$ cat config.mk
export PLATFORM = sky130hd
export DESIGN_NAME = poly_byte_encoder
export DESIGN_NICKNAME = d
export VERILOG_FILES = /design/src/rtl/kyber_pkg.sv /design/src/rtl/byte_pack12.sv /design/src/rtl/poly_byte_encoder.sv
export SDC_FILE = /design/constraint.sdc
export NUM_CORES = 1
export LEC_CHECK = 0
export ABC_CLOCK_PERIOD_IN_PS = 3840
export BUFFER_PORTS_ARGS = -buffer_cell sky130_fd_sc_hd__buf_2
export CORE_MARGIN = 5
export CORE_UTILIZATION = 35
export DETAILED_ROUTE_END_ITERATION = 10
export GPL_ROUTABILITY_DRIVEN = 1
export PLACE_DENSITY = 0.67
export SLEW_MARGIN = 25
export SYNTH_ARGS = -nofsm -noshare
export SYNTH_HDL_FRONTEND = slang
export SYNTH_SLANG_ARGS = --single-unit
export TNS_END_PERCENT = 20
$ cat constraint.sdc
create_clock -name clk -period 3.84 [get_ports clk]
set_clock_uncertainty 0.15 [all_clocks]
set_input_delay 0.384 -clock clk [delete_from_list [all_inputs] [get_ports clk]]
set_output_delay 0.384 -clock clk [all_outputs]
set_load 0.02 [all_outputs]
$ cat src/rtl/kyber_pkg.sv
// Shared Kyber constants: modulus, coefficient width, polynomial RAM geometry
// and the lane map used by the matrix generator RAM layout.
package kyber_pkg;

  localparam int unsigned KYBER_Q    = 3329;
  localparam int unsigned COEFF_W    = 12;
  localparam int unsigned POLY_WORDS = 32;
  localparam int unsigned LANES      = 8;

  // Even lane of the coefficient pair selected on pass q (q = 0..3).
  localparam logic [3:0][2:0] LANE_EVEN = {3'd6, 3'd2, 3'd4, 3'd0};

  typedef struct packed {
    logic [7:0] b2;
    logic [7:0] b1;
    logic [7:0] b0;
  } byte_triple_t;

endpackage

$ cat src/rtl/byte_pack12.sv
// ByteEncode12 packing of one coefficient pair into three bytes, plus a
// range flag for coefficients at or above the Kyber modulus. Purely combinational.
module byte_pack12
  import kyber_pkg::*;
(
  input  logic [COEFF_W-1:0] c0_i,
  input  logic [COEFF_W-1:0] c1_i,
  output byte_triple_t       triple_c,
  output logic               out_of_range_c
);

  always_comb begin
    triple_c.b0    = c0_i[7:0];
    triple_c.b1    = {c1_i[3:0], c0_i[11:8]};
    triple_c.b2    = c1_i[11:4];
    out_of_range_c = (c0_i >= COEFF_W'(KYBER_Q)) || (c1_i >= COEFF_W'(KYBER_Q));
  end

endmodule

$ cat src/rtl/poly_byte_encoder.sv
// Streams one 256-coefficient polynomial from the lane-interleaved polynomial
// RAM as the 384-byte ByteEncode12 sequence over a valid/ready byte port.
module poly_byte_encoder #(
  parameter int unsigned ADDR_W  = 8,
  parameter int unsigned COEFF_W = kyber_pkg::COEFF_W,
  parameter int unsigned WORDS   = kyber_pkg::POLY_WORDS
) (
  input  logic                 clk,
  input  logic                 rst_n,
  input  logic                 start,
  input  logic [ADDR_W-1:0]    ram_r_start_offset,
  output logic                 busy,
  output logic                 done,
  output logic                 ren,
  output logic [ADDR_W-1:0]    raddr,
  input  logic [8*COEFF_W-1:0] rdata,
  output logic                 byte_valid,
  output logic [7:0]           byte_data,
  input  logic                 byte_ready,
  output logic                 byte_last,
  output logic                 range_err
);
  import kyber_pkg::*;

  localparam int unsigned K_W = $clog2(WORDS);

  localparam logic [2:0] S_IDLE = 3'd0;
  localparam logic [2:0] S_RD   = 3'd1;
  localparam logic [2:0] S_CAP  = 3'd2;
  localparam logic [2:0] S_EMIT = 3'd3;
  localparam logic [2:0] S_FIN  = 3'd4;

  logic [2:0]        state_q, state_d;
  logic [K_W-1:0]    k_q, k_d;
  logic [1:0]        q_q, q_d;
  logic [1:0]        idx_q, idx_d;
  logic [ADDR_W-1:0] off_q, off_d;
  byte_triple_t      hold_q, hold_d;
  logic              range_err_q, range_err_d;
  logic              ren_q, ren_d;
  logic [ADDR_W-1:0] raddr_q, raddr_d;
  logic              byte_valid_q, byte_valid_d;
  logic [7:0]        byte_data_q, byte_data_d;
  logic              byte_last_q, byte_last_d;
  logic              busy_q, busy_d;
  logic              done_q, done_d;

  logic [COEFF_W-1:0] lane [LANES];
  logic [2:0]         lane_sel;
  logic [COEFF_W-1:0] c0, c1;
  byte_triple_t       packed_c;
  logic               oor_c;
  logic               last_k, last_word;

  for (genvar l = 0; l < LANES; l++) begin : g_lane
    assign lane[l] = rdata[l*COEFF_W +: COEFF_W];
  end

  // Pass q picks one adjacent lane pair; even lane is always the lower coefficient.
  assign lane_sel  = LANE_EVEN[q_q];
  assign c0        = lane[lane_sel];
  assign c1        = lane[{lane_sel[2:1], 1'b1}];
  assign last_k    = (k_q == K_W'(WORDS - 1));
  assign last_word = last_k && (q_q == 2'd3);

  byte_pack12 u_pack (
    .c0_i          (c0),
    .c1_i          (c1),
    .triple_c      (packed_c),
    .out_of_range_c(oor_c)
  );

  always_comb begin
    state_d     = state_q;
    k_d         = k_q;
    q_d         = q_q;
    idx_d       = idx_q;
    off_d       = off_q;
    hold_d      = hold_q;
    range_err_d = range_err_q;
    byte_data_d = byte_data_q;
    byte_last_d = 1'b0;

    case (state_q)
      S_IDLE: begin
        if (start) begin
          off_d       = ram_r_start_offset;
          k_d         = '0;
          q_d         = '0;
          range_err_d = 1'b0;
          state_d     = S_RD;
        end
      end
      S_RD: state_d = S_CAP;
      S_CAP: begin
        hold_d      = packed_c;
        range_err_d = range_err_q | oor_c;
        idx_d       = '0;
        byte_data_d = packed_c.b0;
        state_d     = S_EMIT;
      end
      S_EMIT: begin
        byte_last_d = byte_last_q;
        if (byte_ready) begin
          if (idx_q == 2'd2) begin
            byte_last_d = 1'b0;
            if (last_word) begin
              state_d = S_FIN;
            end else begin
              state_d = S_RD;
              if (last_k) begin
                k_d = '0;
                q_d = q_q + 2'd1;
              end else begin
                k_d = k_q + K_W'(1);
              end
            end
          end else begin
            idx_d       = idx_q + 2'd1;
            byte_data_d = (idx_q == 2'd0) ? hold_q.b1 : hold_q.b2;
            byte_last_d = (idx_q == 2'd1) && last_word;
          end
        end
      end
      S_FIN:   state_d = S_IDLE;
      default: state_d = S_IDLE;
    endcase

    // Registered outputs follow the state being entered.
    ren_d        = (state_d == S_RD);
    raddr_d      = ren_d ? ADDR_W'(off_d + ADDR_W'(k_d)) : '0;
    byte_valid_d = (state_d == S_EMIT);
    busy_d       = (state_d == S_RD) || (state_d == S_CAP) || (state_d == S_EMIT);
    done_d       = (state_d == S_FIN);
  end

  always_ff @(posedge clk or negedge rst_n) begin
    if (!rst_n) begin
      state_q      <= S_IDLE;
      k_q          <= '0;
      q_q          <= '0;
      idx_q        <= '0;
      off_q        <= '0;
      hold_q       <= '0;
      range_err_q  <= 1'b0;
      ren_q        <= 1'b0;
      raddr_q      <= '0;
      byte_valid_q <= 1'b0;
      byte_data_q  <= '0;
      byte_last_q  <= 1'b0;
      busy_q       <= 1'b0;
      done_q       <= 1'b0;
    end else begin
      state_q      <= state_d;
      k_q          <= k_d;
      q_q          <= q_d;
      idx_q        <= idx_d;
      off_q        <= off_d;
      hold_q       <= hold_d;
      range_err_q  <= range_err_d;
      ren_q        <= ren_d;
      raddr_q      <= raddr_d;
      byte_valid_q <= byte_valid_d;
      byte_data_q  <= byte_data_d;
      byte_last_q  <= byte_last_d;
      busy_q       <= busy_d;
      done_q       <= done_d;
    end
  end

  assign busy       = busy_q;
  assign done       = done_q;
  assign ren        = ren_q;
  assign raddr      = raddr_q;
  assign byte_valid = byte_valid_q;
  assign byte_data  = byte_data_q;
  assign byte_last  = byte_last_q;
  assign range_err  = range_err_q;

endmodule

==> results of run 1 <==
[state kept, by name, summed over array words and instances, names as in the netlist, named ones only]
name / flops
hold_q: 16
byte_data: 8
busy: 1
q_q: 2
off_q: 8
byte_valid: 1
range_err: 1
idx_q: 2
k_q: 4
byte_last: 1
done: 1
state_q: 3
raddr: 8
ren: 1
[what timing repair did]
action | 4_1_cts | 5_1_grt
buffers inserted | 0 | 1
hold endpoints to repair | 26 | 0
hold buffers | 1 | 0
gates resized for setup | 0 | 1
setup endpoints to repair | 0 | 1
[critical path: stages (launching register included)]
cell	delay (ns)
dfrtp_1	0.40
ha_1	0.24
and3_1	0.19
ha_1	0.23
nand2_1	0.16
nor3b_4	0.22
a21oi_1	0.08
mux2_2	0.29
ha_1	0.23
fa_1	0.42
a21o_1	0.18
a21oi_1	0.22
o21bai_1	0.12
and3_1	0.20
nor3_2	0.14
[through the flow]
stage / util [%] / total power [mW] / std cells / hold slack, ns
6_report: 46.1 / 2.98 / 537 / 0.171
5_1_grt: 46.1 / 3.22 / 537 / 0.168
4_1_cts: 45.9 / 3.00 / 536 / 0.158
3_5_place_dp: 44.0 / 2.50 / 520 / 0.276
3_3_place_gp: 44.0 / 2.45 / 520 / 0.266
2_1_floorplan: - / 2.12 / 273 / -0.0616
[area by class of cell]
class                           count  share of cell area (%)
Clock inverter                      3                   0.351
Tap cell                          129                    3.77
Inverter                            6                   0.526
Sequential cell                    58                    34.0
Multi-Input combinational cell    193                    41.4
Clock buffer                       12                    3.63
Timing Repair Buffer              136                    16.4
[per-layer routing]
metal,up-vias,share of wire (%),GRT usage (%)
met5,-,0,0
met4,0,1.1,3.97
met3,10,6.0,3.90
met2,72,50,23.1
met1,1313,43,18.4
li1,1274,-,-
[worst paths after layout]
kind | from | end | slack [ns] | cells after the start
worst max-delay path | k_q[0] | raddr[6] | 0.30 | 14
worst min-delay path | byte_ready | byte_valid | 0.17 | 2
worst max register to register | k_q[0] | raddr[6] | 0.30 | 14
worst min register to register | byte_data[1] | byte_data[1] | 0.32 | 2
max in group asynchronous | rst_n | q_q[1] | 2.24 | 3
min in group asynchronous | rst_n | off_q[3] | 0.45 | 2
[cell families after synthesis]
kind of cell    count (synthesis)
compound gates                 51
xor+xnor                        4
fa+ha+maj                      12
buf+inv                        22
flops                          58
mux                            58
simple gates                   68
[power by group through the flow]
stage               Sequential [mW]  Combinational [mW]  Clock, mW
finish                        0.974                1.51      0.493
global route                   1.00                1.68      0.535
CTS                           0.976                1.52      0.504
detailed placement            0.987                1.52          0
global placement              0.972                1.48          0
floorplan                      1.03                1.09          0
[cell usage after synthesis (2+ instances only)]
| cell type | number |
|---|---|
| nand2_1 | 23 |
| clkbuf_1 | 7 |
| nand2b_1 | 2 |
| nor2b_1 | 2 |
| nor4_2 | 2 |
| mux4_2 | 23 |
| xnor2_1 | 3 |
| mux2i_1 | 8 |
| nand3_1 | 4 |
| nor3_2 | 2 |
| mux2_2 | 25 |
| o21ai_1 | 7 |
| nor3_1 | 2 |
| a21o_1 | 3 |
| nor2_1 | 18 |
| o21ai_0 | 11 |
| ha_1 | 11 |
| o21bai_1 | 3 |
| a22oi_1 | 2 |
| dfrtp_1 | 58 |
| nor4_1 | 2 |
| a21oi_1 | 18 |
| inv_1 | 6 |
| and3_1 | 3 |
| buf_6 | 2 |
| o31ai_1 | 2 |
| buf_2 | 4 |
| a31oi_1 | 2 |
==> run summary, run 1 <==
Vias: 2669
Max IR drop VDD: 0.278 mV
Period minus WS final: 3.54 ns
Antenna violations before repair: 0
Fraction of power consumed by sequential logic: 32.7%
CTS clk-pin slew, worst paths: 0.07 ns
Detail Route Antenna Nets: 0
Largest net degree at the start of global routing: 33
TritonCTS clock tree: yes
Synth area leaders: dfrtp_1, mux4_2, mux2_2
Clock power frac: 16.6%
Leading area contributor after synthesis: dfrtp_1
Total GRT Usage: 14.1%
Adder and majority gate portion of the synthesized area: 4.72%
RSZ-0062 raised after global routing: no
Port-buffer cells: 129
# setup viols final: 0
Finished Cell Area: 0.00428 mm²
ANT cells: 0
Synth Area in Compound Gates: 8.77%
Top_reg_cell synth: dfrtp_1
Seq. cell area: 0.00145 mm²
CP Class: reg2reg
Switch Pwr: 1.16 mW
Setup TNS: 0 ns
Multi-input gate area: 0.00177 mm²
Most frequent cells in the layout: buf_2, dfrtp_1, mux2_2
Largest family of logic cells by synthesized area: multiplexers
Die ar.: 0.0116 mm²
Post-Synth XOR/XNOR Area: 1.05%
Synth cell types: 46
Data required time of the worst path: 3.94 ns
Seq cells post-synth: 58
Slew Viols, Final: 0
Outcome: completed
Die height: 108 µm
EDFF count, synth: 0
Post-synthesis mux area share: 27.6%
Sw Ratio: 38.9%
Cell count after synthesis: 273
Maxcap violations: 0
Final Hold Viols: 0
CTS Root Cell: clkbuf_8
P_leak: 2.06 nW
Critical path arrival: 3.64 ns
Vias in the first global route: 2729
Clk buf depth: 2
Synth Area in Simple Gates: 10.7%
Final Wtd Congestion: 0.827
Ports: 130
Pint: 1.82 mW
Worst-path maximum fanout: 5
Core footprint: 0.00928 mm²
Final nets: 524
DP Area: 0.00408 mm²
Final Cycle Share: 92.1%
PD cells: 696 mW/mm²
Syn nets: 393
Detailed Place HPWL: 6630 µm
Mapped Area: 0.00334 mm²
Grt ovf: 0
Layout cells sized above 1: 51.0%
Top-area cell type share of the netlist area: 43.5%
DRT iter0 DRCs: 89
Worst-Margin Slew: 0.860 ns
Fraction of registers with async set/reset: 100%
CTS Buf Count: 9
Most common cell after layout, fill and taps aside: buf_2
PnR worst setup slack: 0.302 ns
First-pass GRT wire length: 13000 µm
Max Fclk: 0.283 GHz
Initial core utilization: 36.0%
Drt drc: 0
Worst hold-check path type: in2reg
H-Tree Depth: 3
Yosys warning count: 0
CP startpoint kind: flop
Fill cell count: 890
P&R area growth vs syn: 28.1%
Num rows: 35
Drt pass-1 iters: 4
Die W: 108 µm
Wire per inst: 15.6 µm
Clock sink total: 58
Post-synthesis sequential area ratio: 43.5%
Comb power frac: 50.7%
Critical Path End Type: flop
Relative slew slack: 42.6%
Total wire length: 8360 µm
DP Worst Slack: 0.192 ns
Worst-skew pair later-pin latency: 0.33 ns
Vias/cell: 4.97
Syn Area/Cell: 12.2 µm²
No activity file was read; power rests on OpenSTA's default activity.
==> inputs of run 2 (changes only) <==
- CELL_PAD_IN_SITES_DETAIL_PLACEMENT: not set -> 0
- CELL_PAD_IN_SITES_GLOBAL_PLACEMENT: not set -> 1
- PLACE_DENSITY: 0.67 -> 0.81
==> run summary, run 2 (synthesis gave the netlist of run 1 again) <==
Largest net degree at the start of global routing: 36 (was 33)
Detail Route Antenna Nets: 0 (unchanged)
WP buf/inv: 0 (unchanged)
Drt drc: 0 (unchanged)
Worst hold-check path type: in2async (was in2reg)
Seq. cell area: 0.00145 mm² (unchanged)
Data required time of the worst path: 3.95 ns (was 3.94 ns)
CTS clk-pin slew, worst paths: 0.07 ns (about the same)
Final Cycle Share: 91.8% (was 92.1%)
Die W: 108 µm (unchanged)
Critical Path End Type: flop (unchanged)
Worst-skew pair later-pin latency: 0.34 ns (was 0.33 ns)
CP delay by family, top: adder cells (unchanged)
TritonCTS clock tree: yes (unchanged)
Vias/cell: 4.93 (was 4.97)
Ports: 130 (unchanged)
Largest Register: hold_q (unchanged)
Layout cells sized above 1: 51.3% (was 51.0%)
Slowest stage cell on the critical path: dfrtp_1 (was fa_1)
Antenna violations before repair: 0 (unchanged)
P_leak: 2.08 nW (was 2.06 nW)
# setup viols final: 0 (unchanged)
CTS Buf Count: 9 (unchanged)
Period minus WS final: 3.52 ns (was 3.54 ns)
Die height: 108 µm (unchanged)
CP Class: reg2reg (unchanged)
Failing checks: hold timing
Setup TNS: 0 ns (unchanged)
Die ar.: 0.0116 mm² (unchanged)
Overall power: 3.11 mW (was 2.98 mW)
Crit path largest cell delay: 0.41 ns (was 0.42 ns)
Num rows: 35 (unchanged)
Worst path cell trace: ha_1 > and3_1 > ha_1 > nand2_1 > nor3b_4 > a21oi_1 > mux2_2 > ha_1 > fa_1 > a21o_1 > a21oi_1 > o21bai_1 > and3_1 > nor3_2 (unchanged)
Detailed Place HPWL: 6960 µm (was 6630 µm)
Most common cell after layout, fill and taps aside: buf_2 (unchanged)
Slew Viols, Final: 0 (unchanged)
P&R area growth vs syn: 29.5% (was 28.1%)
Clock sink total: 58 (unchanged)
Max Fclk: 0.284 GHz (was 0.283 GHz)
CP startpoint kind: flop (unchanged)
Most frequent cells in the layout: buf_2, dfrtp_1, mux2_2 (unchanged)
Wire per inst: 16.0 µm (was 15.6 µm)
First-pass GRT wire length: 13600 µm (was 13000 µm)
R2R Path Start: k_q[0] (unchanged)
Final Hold Viols: 34 (was 0)
Drt pass-1 iters: 4 (unchanged)
Grt ovf: 0 (unchanged)
Worst-Margin Slew: 0.881 ns (was 0.860 ns)
ANT cells: 0 (unchanged)
Vias in the first global route: 2825 (was 2729)
Maxcap violations: 0 (unchanged)
Clk buf depth: 2 (unchanged)
DRT iter0 DRCs: 62 (was 89)
Max IR drop VDD: 0.260 mV (was 0.278 mV)
Initial core utilization: 36.0% (unchanged)
Fill cell count: 929 (was 890)
Relative slew slack: 41.2% (was 42.6%)
Port-buffer cells: 129 (unchanged)
Multi-input gate area: 0.00177 mm² (unchanged)
Total wire length: 8600 µm (was 8360 µm)
RSZ-0062 raised after global routing: no (unchanged)
R2R cell count: 14 (unchanged)
Core footprint: 0.00928 mm² (unchanged)
Max reg flops: 16 (unchanged)
Vias: 2655 (was 2669)
H-Tree Depth: 3 (unchanged)
Final core occ: 46.6% (was 46.1%)
R2R Setup Slk: 0.32 ns (was 0.30 ns)
Most frequent cell on the critical path: ha_1 (unchanged)
Worst hold slack: -0.0262 ns (was 0.171 ns)
Total GRT Usage: 15.1% (was 14.1%)
CTS Root Cell: clkbuf_8 (unchanged)
Final Wtd Congestion: 0.794 (was 0.827)
Worst-path maximum fanout: 5 (unchanged)
Reg-to-reg endpoint: raddr[6] (unchanged)
Outcome: complete, but fails checks (was completed)
PD cells: 719 mW/mm² (was 696 mW/mm²)
Critical path arrival: 3.64 ns (about the same)
Final nets: 524 (unchanged)
==> run 2: changes by cell type in the layout (fill, tap and decap cells not counted), sizes merged <==
cell         delta
clkinv          -1
buf             +1
clkinvlp        +1
dlygate4sd3     -1
bufinv          +2
clkbuf          -1
==> run 2: worst reg2reg max path, stage by stage (launching register included) <==
cell and delay (ns):
dfrtp_1 0.41, ha_1 0.24, and3_1 0.19, ha_1 0.23, nand2_1 0.16, nor3b_4 0.25
a21oi_1 0.08, mux2_2 0.28, ha_1 0.22, fa_1 0.41, a21o_1 0.17, a21oi_1 0.22
o21bai_1 0.10, and3_1 0.19, nor3_2 0.14
==> run 2: worst max path at each step <==
stage	slack, ns	to	start	cells after the start
after CTS	0.17	raddr[6]	k_q[0]	14
after global placement	0.33	raddr[6]	k_q[0]	14
after detailed placement	0.17	raddr[6]	k_q[0]	14
after global routing	0.05	raddr[6]	k_q[0]	14
after floorplan	0.31	raddr[6]	k_q[0]	15
final	0.32	raddr[6]	k_q[0]	14
==> run 2: per-layer routing <==
metal / vias up / global-route usage, % / part of all wire [%]
met5: - / 0 / 0
met3: 7 / 4.14 / 5.8
li1: 1282 / - / -
met1: 1280 / 19.1 / 43
met2: 86 / 25.1 / 50
met4: 0 / 4.87 / 1.1
==> run 2: timing repair <==
item / CTS / global route
setup buffers: 0 / 2
setup endpoints to repair: 0 / 1
hold buffers: 0 / 0
resized for setup: 0 / 1
==> run 2: metrics by stage <==
step | cell area (µm²) | std cells | setup slack, ns
after global routing | 4320 | 538 | 0.0537
final | 4320 | 538 | 0.316
after CTS | 4300 | 536 | 0.169
after detailed placement | 4080 | 520 | 0.170
after floorplan | 3340 | 273 | 0.311
after global placement | 4080 | 520 | 0.328
==> run 2: power breakdown <==
group          internal, mW  total (mW)  switching (mW)
clock network         0.381       0.632           0.251
logic                 0.703        1.50           0.801
registers             0.850       0.973           0.122
total                  1.93        3.11            1.17
==> run 2: layout make-up <==
type | count | share of cell area (%)
multi-input cells | 193 | 40.9
flip-flops and latches | 58 | 33.6
repair buffers | 136 | 16.1
well taps | 129 | 3.73
clock buffers | 11 | 3.27
clock inverters | 5 | 1.79
inverters | 6 | 0.521
